[config.mk]
export PLATFORM = sky130hd
export DESIGN_NAME = led_pwm_driver
export DESIGN_NICKNAME = d
export VERILOG_FILES = /design/src/rtl/led_pkg.sv /design/src/rtl/led_pwm_channel.sv /design/src/rtl/led_pwm_driver.sv
export SDC_FILE = /design/constraint.sdc
export NUM_CORES = 1
export LEC_CHECK = 0
export ABC_AREA = 0
export BUFFER_PORTS_ARGS = -buffer_cell sky130_fd_sc_hd__buf_2
export CORE_MARGIN = 3
export CORE_UTILIZATION = 58
export DETAILED_ROUTE_END_ITERATION = 8
export PLACE_DENSITY = 0.89
export SYNTH_ARGS = -nofsm -noshare
export SYNTH_HDL_FRONTEND = slang
export SYNTH_SLANG_ARGS = --single-unit
[constraint.sdc]
create_clock -name clk -period 5.2 [get_ports clk]
set_input_delay 1.04 -clock clk [delete_from_list [all_inputs] [get_ports clk]]
set_output_delay 1.04 -clock clk [all_outputs]
set_load 0.005 [all_outputs]
[src/rtl/led_pkg.sv]
// led_pkg: shared constants for the LED PWM driver.
//   DUTY_FULL   all-ones duty pattern; slice [DUTY_W-1:0] for the width in use
//   LED_R/G/B   channel indices into en/led
package led_pkg;

    localparam logic [31:0] DUTY_FULL = 32'hFFFF_FFFF;

    localparam int LED_R = 0;
    localparam int LED_G = 1;
    localparam int LED_B = 2;

endpackage

[src/rtl/led_pwm_channel.sv]
// led_pwm_channel: one LED channel with double-buffered duty, PWM compare and
// a registered pin driver.
//   clk, rstn   system clock, synchronous active-low reset
//   en          channel enable (level)
//   gate        blink gate from the top (1 = allowed to light)
//   pend        last tick of the PWM period (shadow -> active transfer)
//   wr          duty write strobe already decoded for this channel
//   cfg_duty    duty value for the write
//   pwm_cnt     shared PWM counter
//   led         registered pin level
module led_pwm_channel
    import led_pkg::*;
#(
    parameter int DUTY_W     = 8,
    parameter int ACTIVE_LOW = 0
) (
    input  logic              clk,
    input  logic              rstn,
    input  logic              en,
    input  logic              gate,
    input  logic              pend,
    input  logic              wr,
    input  logic [DUTY_W-1:0] cfg_duty,
    input  logic [DUTY_W-1:0] pwm_cnt,
    output logic              led
);

    localparam logic [DUTY_W-1:0] FULL = DUTY_FULL[DUTY_W-1:0];
    localparam logic              POL  = (ACTIVE_LOW != 0);

    logic [DUTY_W-1:0] shadow_q, shadow_d;
    logic [DUTY_W-1:0] active_q, active_d;
    logic              led_q, led_d;
    logic              on;

    always_comb begin
        shadow_d = shadow_q;
        active_d = active_q;
        if (wr) begin
            shadow_d = cfg_duty;
        end
        // A write landing on the boundary goes straight to active so it is
        // not lost for a whole period.
        if (pend) begin
            active_d = wr ? cfg_duty : shadow_q;
        end
    end

    // Full scale is special-cased so the pin never drops for the one tick
    // where pwm_cnt equals all-ones.
    assign on = (active_q == FULL) || (pwm_cnt < active_q);

    always_comb begin
        led_d = (en & on & gate) ^ POL;
    end

    always_ff @(posedge clk) begin
        if (!rstn) begin
            shadow_q <= '0;
            active_q <= '0;
            led_q    <= POL;
        end else begin
            shadow_q <= shadow_d;
            active_q <= active_d;
            led_q    <= led_d;
        end
    end

    assign led = led_q;

endmodule

[src/rtl/led_pwm_driver.sv]
// led_pwm_driver: drives the RGB LED pins from the GPIO enables with
// per-channel PWM brightness and an optional common blink gate.
//   clk, rstn   system clock, synchronous active-low reset
//   en          per-channel enable
//   blink_en    1 = gate all channels with the blink phase
//   cfg_we      duty write strobe
//   cfg_sel     channel for the write (out-of-range values ignored)
//   cfg_duty    new duty value (takes effect at the next period boundary)
//   period_end  one-cycle pulse, registered, after each PWM period wraps
//   led         registered pin levels
module led_pwm_driver
    import led_pkg::*;
#(
    parameter int CHANNELS      = 3,
    parameter int DUTY_W        = 8,
    parameter int PRESCALE      = 64,
    parameter int BLINK_PERIODS = 128,
    parameter int ACTIVE_LOW    = 0
) (
    input  logic                clk,
    input  logic                rstn,
    input  logic [CHANNELS-1:0] en,
    input  logic                blink_en,
    input  logic                cfg_we,
    input  logic [1:0]          cfg_sel,
    input  logic [DUTY_W-1:0]   cfg_duty,
    output logic                period_end,
    output logic [CHANNELS-1:0] led
);

    localparam int PRESC_W = (PRESCALE > 1) ? $clog2(PRESCALE) : 1;
    localparam int BLINK_W = (BLINK_PERIODS > 1) ? $clog2(BLINK_PERIODS) : 1;

    localparam logic [PRESC_W-1:0] PRESC_MAX = PRESC_W'(PRESCALE - 1);
    localparam logic [BLINK_W-1:0] BLINK_MAX = BLINK_W'(BLINK_PERIODS - 1);
    localparam logic [DUTY_W-1:0]  FULL      = DUTY_FULL[DUTY_W-1:0];

    logic [PRESC_W-1:0] presc_q, presc_d;
    logic [DUTY_W-1:0]  pwm_cnt_q, pwm_cnt_d;
    logic [BLINK_W-1:0] blink_cnt_q, blink_cnt_d;
    logic               blink_phase_q, blink_phase_d;
    logic               period_end_q, period_end_d;
    logic               tick;
    logic               pend;
    logic               gate;

    // With PRESCALE=1 the prescaler is stuck at 0 == PRESC_MAX, so tick is
    // high every cycle.
    assign tick = (presc_q == PRESC_MAX);
    assign pend = tick && (pwm_cnt_q == FULL);
    assign gate = blink_phase_q | ~blink_en;

    always_comb begin
        presc_d       = tick ? '0 : presc_q + 1'b1;
        pwm_cnt_d     = tick ? pwm_cnt_q + 1'b1 : pwm_cnt_q;
        period_end_d  = pend;
        blink_cnt_d   = blink_cnt_q;
        blink_phase_d = blink_phase_q;
        if (!blink_en) begin
            // Held so that re-enabling always starts a full on half-phase.
            blink_cnt_d   = '0;
            blink_phase_d = 1'b1;
        end else if (pend) begin
            if (blink_cnt_q == BLINK_MAX) begin
                blink_cnt_d   = '0;
                blink_phase_d = ~blink_phase_q;
            end else begin
                blink_cnt_d   = blink_cnt_q + 1'b1;
            end
        end
    end

    always_ff @(posedge clk) begin
        if (!rstn) begin
            presc_q       <= '0;
            pwm_cnt_q     <= '0;
            blink_cnt_q   <= '0;
            blink_phase_q <= 1'b1;
            period_end_q  <= 1'b0;
        end else begin
            presc_q       <= presc_d;
            pwm_cnt_q     <= pwm_cnt_d;
            blink_cnt_q   <= blink_cnt_d;
            blink_phase_q <= blink_phase_d;
            period_end_q  <= period_end_d;
        end
    end

    assign period_end = period_end_q;

    for (genvar i = 0; i < CHANNELS; i++) begin : g_ch
        logic wr;
        assign wr = cfg_we && (int'(cfg_sel) == i);

        led_pwm_channel #(
            .DUTY_W     (DUTY_W),
            .ACTIVE_LOW (ACTIVE_LOW)
        ) u_ch (
            .clk      (clk),
            .rstn     (rstn),
            .en       (en[i]),
            .gate     (gate),
            .pend     (pend),
            .wr       (wr),
            .cfg_duty (cfg_duty),
            .pwm_cnt  (pwm_cnt_q),
            .led      (led[i])
        );
    end

endmodule

==> results of run 1 <==
[kinds of logic after synthesis]
group | share of synthesized area
AO/OA/AOI/OAI | 0.137
XOR/XNOR | 0.0250
adder cells (fa/ha/maj) | 0.0856
buffers and inverters | 0.0578
flip-flops | 0.422
multiplexers | 0.0714
AND/OR/NAND/NOR | 0.201
[flip-flops by register name, indices dropped and copies added (netlist names)]
| register | flops |
|---|---|
| period_end | 1 |
| g_ch.u_ch.led | 3 |
| presc_q | 6 |
| blink_cnt_q | 7 |
| pwm_cnt_q | 8 |
| blink_phase_q | 1 |
| g_ch.u_ch.shadow_q | 24 |
| g_ch.u_ch.active_q | 24 |
[cell type report]
cell class	count	area share
inverter	26	0.0255
tap	72	0.0236
multi-input combinational	248	0.479
sequential	74	0.387
clock inverter	5	0.0209
timing repair buffer	22	0.0301
clock buffer	10	0.0334
[worst min path at each step]
stage / from / to / slack (ns) / cells after the start
after floorplan: presc_q[0]$_SDFF_PP0_ / presc_q[0]$_SDFF_PP0_ / 0.44 / 1
after global placement: presc_q[0]$_SDFF_PP0_ / presc_q[0]$_SDFF_PP0_ / 0.46 / 1
after detailed placement: presc_q[0]$_SDFF_PP0_ / presc_q[0]$_SDFF_PP0_ / 0.49 / 1
after CTS: presc_q[0]$_SDFF_PP0_ / presc_q[0]$_SDFF_PP0_ / 0.50 / 1
after global routing: presc_q[0]$_SDFF_PP0_ / presc_q[0]$_SDFF_PP0_ / 0.53 / 1
final: presc_q[0]$_SDFF_PP0_ / presc_q[0]$_SDFF_PP0_ / 0.50 / 1
[report_power, final]
part           switching [mW]  leakage (nW)  internal [mW]
combinational          0.0267          1.10         0.0191
sequential            0.00380         0.598          0.574
clock                   0.209        0.0984          0.267
[critical path, cell delays in order]
cell	delay [ns]
buf_2	0.72
nand2_1	0.40
or4_1	0.56
o21ai_0	0.08
[cell usage after synthesis (3+ instances only)]
master and number:
o2111ai_1 3, and2_1 10, a21oi_1 9, clkbuf_1 15, o211ai_1 3, buf_4 3
ha_1 24, and3_1 3, or3b_2 3, inv_1 26, nor2b_1 25, a31oi_1 4
o21a_1 3, mux2i_1 25, or3_1 3, o21ai_0 7, xor2_1 6, a211oi_1 3
nand2_1 36, dfxtp_1 74, nor2_1 7, nand4_1 9, o211a_1 24, nor3_1 6
nand3_1 12, xnor2_1 4
[layer usage]
metal,vias to the layer above,track usage,share of wire
met2,69,0.368,0.49
met5,-,0,0
li1,1313,-,-
met4,0,0.0673,0.012
met3,10,0.0681,0.055
met1,1285,0.275,0.44
==> metrics.md, run 1 <==
| Metric | Value |
|---|---|
| Commonest cells after routing, fill and taps aside | `74 x dfxtp_1, 36 x nand2_1, 26 x inv_1` |
| Routed WL | `7.25 mm` |
| Critical Path Source Type | `primary input` |
| Yosys top cell by area | `dfxtp_1` |
| Final worst hold slack | `0.497 ns` |
| Tcrit/Tclk final | `0.489` |
| Layout Utilization | `0.674` |
| Global-route wire length before repair | `12.5 mm` |
| Minimum clock period | `2.54 ns` |
| Pre-CTS WS | `2.30 ns` |
| Initial core utilization | `0.618` |
| Post-synth EDFFs | `0` |
| Outcome | `complete, no violations` |
| Final cell count without fillers | `457` |
| Worst-skew pair later-pin latency | `0.35 ns` |
| Syn Area/Cell | `9.50 um2` |
| Row count | `27` |
| N_diodes | `0` |
| Die span in x | `83.8 um` |
| Setup TNS | `0 ns` |
| Clock Path Buffers | `2` |
| Number of fillers in the final layout | `459` |
| Initial DRC count | `179` |
| Fin nets | `422` |
| Htree depth | `3` |
| Commonest non-fill, non-tap cell in the layout | `dfxtp_1` |
| Initial antenna violation count | `0` |
| Placed insts | `442` |
| Placed Area | `3620 um2` |
| RSZ-0062 raised after global routing | `no` |
| CP Launch Point | `rstn` |
| Die Y | `83.8 um` |
| Area Growth Syn to Fin | `9.03%` |
| Slew margin rel. | `0.353` |
| Distinct cells, synth | `44` |
| Drt via density | `5.86` |
| DRT Pass-1 Iters | `5` |
| Reg2reg path depth | `5` |
| Clk_skew | `0.00945 ns` |
| Fmax | `0.394 GHz` |
| Final setup fails | `0` |
| Seq cells post-synth | `74` |
| GRT overflow | `0` |
| R2r setup slk | `2.94 ns` |
| Wire per inst | `15.9 um` |
| Final Worst Setup Slack | `2.66 ns` |
| Min-delay worst type | `reg -> reg` |
| HPWL Detailed | `5.09 mm` |
| Largest net degree at the start of global routing | `67` |
| Critical R2R Capture | `blink_cnt_q[6]$_SDFFE_PN0P_` |
| Clock transition at path regs | `0.07 ns` |
| Leak pwr | `1.80 nW` |
| TritonCTS clock tree | `built` |
| Ports | `21` |
| Sequential-to-total area share from yosys stat | `0.422` |
| Max Fanout on Critical Path | `66` |
| Max-cap viol count | `0` |
| Crit Reg-Reg Startpoint | `presc_q[0]$_SDFF_PP0_` |
| Fin area | `3820 um2` |
| Footprint of the multi-input gates | `1830 um2` |
| Antenna Nets Post-Route | `0` |
| Syn Inst Count | `369` |
| Placeable core region | `5680 um2` |
| Vias in the first global route | `2,701` |
| Die area | `7020 um2` |
| Hold Buf Count CTS | `0` |
| Routed via count | `2,677` |
| CP arrival | `2.81 ns` |
| Crit path capture type | `flop` |
| # clock sinks | `74` |
| Area fraction of the dominant cell type after synthesis | `0.422` |
| # resized after CTS | `0` |
| Setup Crit Path Kind | `in -> reg` |
| CP required | `5.47 ns` |
| Synth warnings | `0` |
| CTS buffer count | `9` |
| Final hold vios | `0` |
| Port buffer count | `20` |
| Worst-margin pin slew | `0.971 ns` |
| Syn Nets | `410` |
| Max Transition Viols Final | `0` |
| Total GRT Usage | `0.222` |
| Worst Setup EP | `blink_cnt_q[4]$_SDFFE_PN0P_` |
| Synthesized area | `3510 um2` |
| Primary FF master, synth | `dfxtp_1` |
| VDD IR max | `0.260 mV` |
| Synth async-reset ratio | `0` |
| Top cells by area, synth | `dfxtp_1 42%, ha_1 8.6%, mux2i_1 7.1%, o211a_1 6.8%, nor2b_1 4.5%` |
| Post-CTS setup buffers | `0` |
| # DRC | `0` |
| Power Total | `1.10 mW` |
| Power per cell area | `288 nW/um2` |
| FF/Latch Area | `1480 um2` |
| Share of post-route cells with drive strength above 1 | `0.114` |
| Placer's final routability congestion estimate | `0.905` |
| Clock root cell | `clkbuf_8` |
(Power assumes the default switching activity.)
==> run 2, diff against run 1 <==
Clock period 5.2 ns to 2.45 ns, I/O delays scaled along.
==> metrics.md, run 2 (synthesis results as in run 1) <==
| Metric | Value |
|---|---|
| Initial DRC count | `199` |
| Outcome | `complete, no violations` |
| Worst-margin pin slew | `0.607 ns` |
| Grt met2 use | `0.346` |
| Setup Crit Path Kind | `reg -> reg` |
| Max Transition Viols Final | `0` |
| Commonest cells after routing, fill and taps aside | `74 x dfxtp_1, 36 x nand2_1, 26 x inv_1` |
| HPWL Detailed | `5.01 mm` |
| Share of post-route cells with drive strength above 1 | `0.119` |
| Hold Buf Count CTS | `0` |
| Most used routing layer | `met2` |
| Max Fanout on Critical Path | `11` |
| Global-route wire length before repair | `12.2 mm` |
| Crit Reg-Reg Startpoint | `presc_q[0]$_SDFF_PP0_` |
| VDD IR max | `0.520 mV` |
| Critical Path Source Type | `flop` |
| Max-cap viol count | `0` |
| # resized after CTS | `0` |
| Final setup fails | `0` |
| Post-CTS setup buffers | `0` |
| Final cell count without fillers | `458` |
| Tcrit/Tclk final | `0.889` |
| Fmax | `0.459 GHz` |
| Antenna Nets Post-Route | `0` |
| # clock sinks | `74` |
| Routed via count | `2,679` |
| TritonCTS clock tree | `built` |
| Initial antenna violation count | `0` |
| GR Layer Usage met3 | `0.0513` |
| Power per cell area | `626 nW/um2` |
| Commonest non-fill, non-tap cell in the layout | `dfxtp_1` |
| Total GRT Usage | `0.217` |
| CTS buffer count | `9` |
| Number of fillers in the final layout | `463` |
| # DRC | `0` |
| Minimum clock period | `2.18 ns` |
| N_diodes | `0` |
| Grt met1 use | `0.282` |
| Clk_skew | `0.00852 ns` |
| Final Worst Setup Slack | `0.271 ns` |
| Initial core utilization | `0.618` |
| Placed insts | `444` |
| Setup TNS | `0 ns` |
| CP required | `2.72 ns` |
| Largest regs | `g_ch.u_ch.active_q x24, g_ch.u_ch.shadow_q x24, pwm_cnt_q x8` |
| Power Total | `2.42 mW` |
| Clock Path Buffers | `2` |
| RSZ-0062 raised after global routing | `no` |
| Drt via density | `5.85` |
| Clock root cell | `clkbuf_8` |
| Min-delay worst type | `in -> reg` |
| R2r setup slk | `0.27 ns` |
| Htree depth | `3` |
| CP arrival | `2.45 ns` |
| DRT Pass-1 Iters | `5` |
| Fin area | `3870 um2` |
| GRT overflow | `0` |
| Reg2reg path depth | `5` |
| Critical R2R Capture | `blink_cnt_q[6]$_SDFFE_PN0P_` |
| Worst-skew pair later-pin latency | `0.35 ns` |
| Clock transition at path regs | `0.07 ns` |
| Vias in the first global route | `2,594` |
| Slew margin rel. | `0.594` |
| Routed WL | `7.12 mm` |
| Wire per inst | `15.5 um` |
| Placeable core region | `5680 um2` |
| CP Launch Point | `presc_q[0]$_SDFF_PP0_` |
| Area Growth Syn to Fin | `10.4%` |
| Port buffer count | `20` |
| Final hold vios | `0` |
| Layout Utilization | `0.682` |
| Die span in x | `83.8 um` |
| Die Y | `83.8 um` |
| Leak pwr | `1.82 nW` |
| Final worst hold slack | `0.387 ns` |
| Pre-CTS WS | `0.335 ns` |
| Die area | `7020 um2` |
| Fin nets | `424` |
| Row count | `27` |
| Crit path capture type | `flop` |
| Largest net degree at the start of global routing | `64` |
| Ports | `21` |
| Placer's final routability congestion estimate | `0.914` |
| Placed Area | `3640 um2` |
| Worst Setup EP | `blink_cnt_q[6]$_SDFFE_PN0P_` |
run 2: where the power goes:
group / total, mW / switching [mW] / internal (mW) / leakage [nW]
sequential: 1.23 / 0.00850 / 1.22 / 0.598
clock: 1.10 / 0.432 / 0.665 / 0.107
combinational: 0.0998 / 0.0581 / 0.0418 / 1.11
run 2: worst min path at each step:
| stage | end | start | cells after the start | slack [ns] |
|---|---|---|---|---|
| 6_report | g_ch[1].u_ch.led$_SDFF_PN0_ | en[1] | 3 | 0.39 |
| 5_1_grt | g_ch[2].u_ch.led$_SDFF_PN0_ | en[2] | 3 | 0.42 |
| 4_1_cts | g_ch[1].u_ch.led$_SDFF_PN0_ | en[1] | 3 | 0.38 |
| 3_5_place_dp | presc_q[0]$_SDFF_PP0_ | presc_q[0]$_SDFF_PP0_ | 1 | 0.47 |
| 3_3_place_gp | presc_q[0]$_SDFF_PP0_ | presc_q[0]$_SDFF_PP0_ | 1 | 0.46 |
| 2_1_floorplan | presc_q[0]$_SDFF_PP0_ | presc_q[0]$_SDFF_PP0_ | 1 | 0.44 |
run 2: cell type report:
| cell class | instances | area [um2] | share of cell area |
|---|---|---|---|
| Clock buffer | 9 | 124 | 0.0320 |
| Clock inverter | 5 | 105 | 0.0271 |
| Inverter | 26 | 97.6 | 0.0252 |
| Multi-Input combinational cell | 248 | 1830 | 0.473 |
| Sequential cell | 74 | 1480 | 0.383 |
| Tap cell | 72 | 90.1 | 0.0233 |
| Timing Repair Buffer | 24 | 143 | 0.0368 |
run 2: routing by layer:
metal | up-vias | share of wire
li1 | 1327 | -
met1 | 1273 | 0.44
met2 | 64 | 0.48
met3 | 15 | 0.054
met4 | 0 | 0.023
met5 | - | 0
run 2: critical path: stages, from the launching register on:
cell and delay (ns):
dfxtp_1 0.40, ha_1 0.29, nand4_1 0.25, or4_4 0.55, or4_1 0.48, a21oi_1 0.14
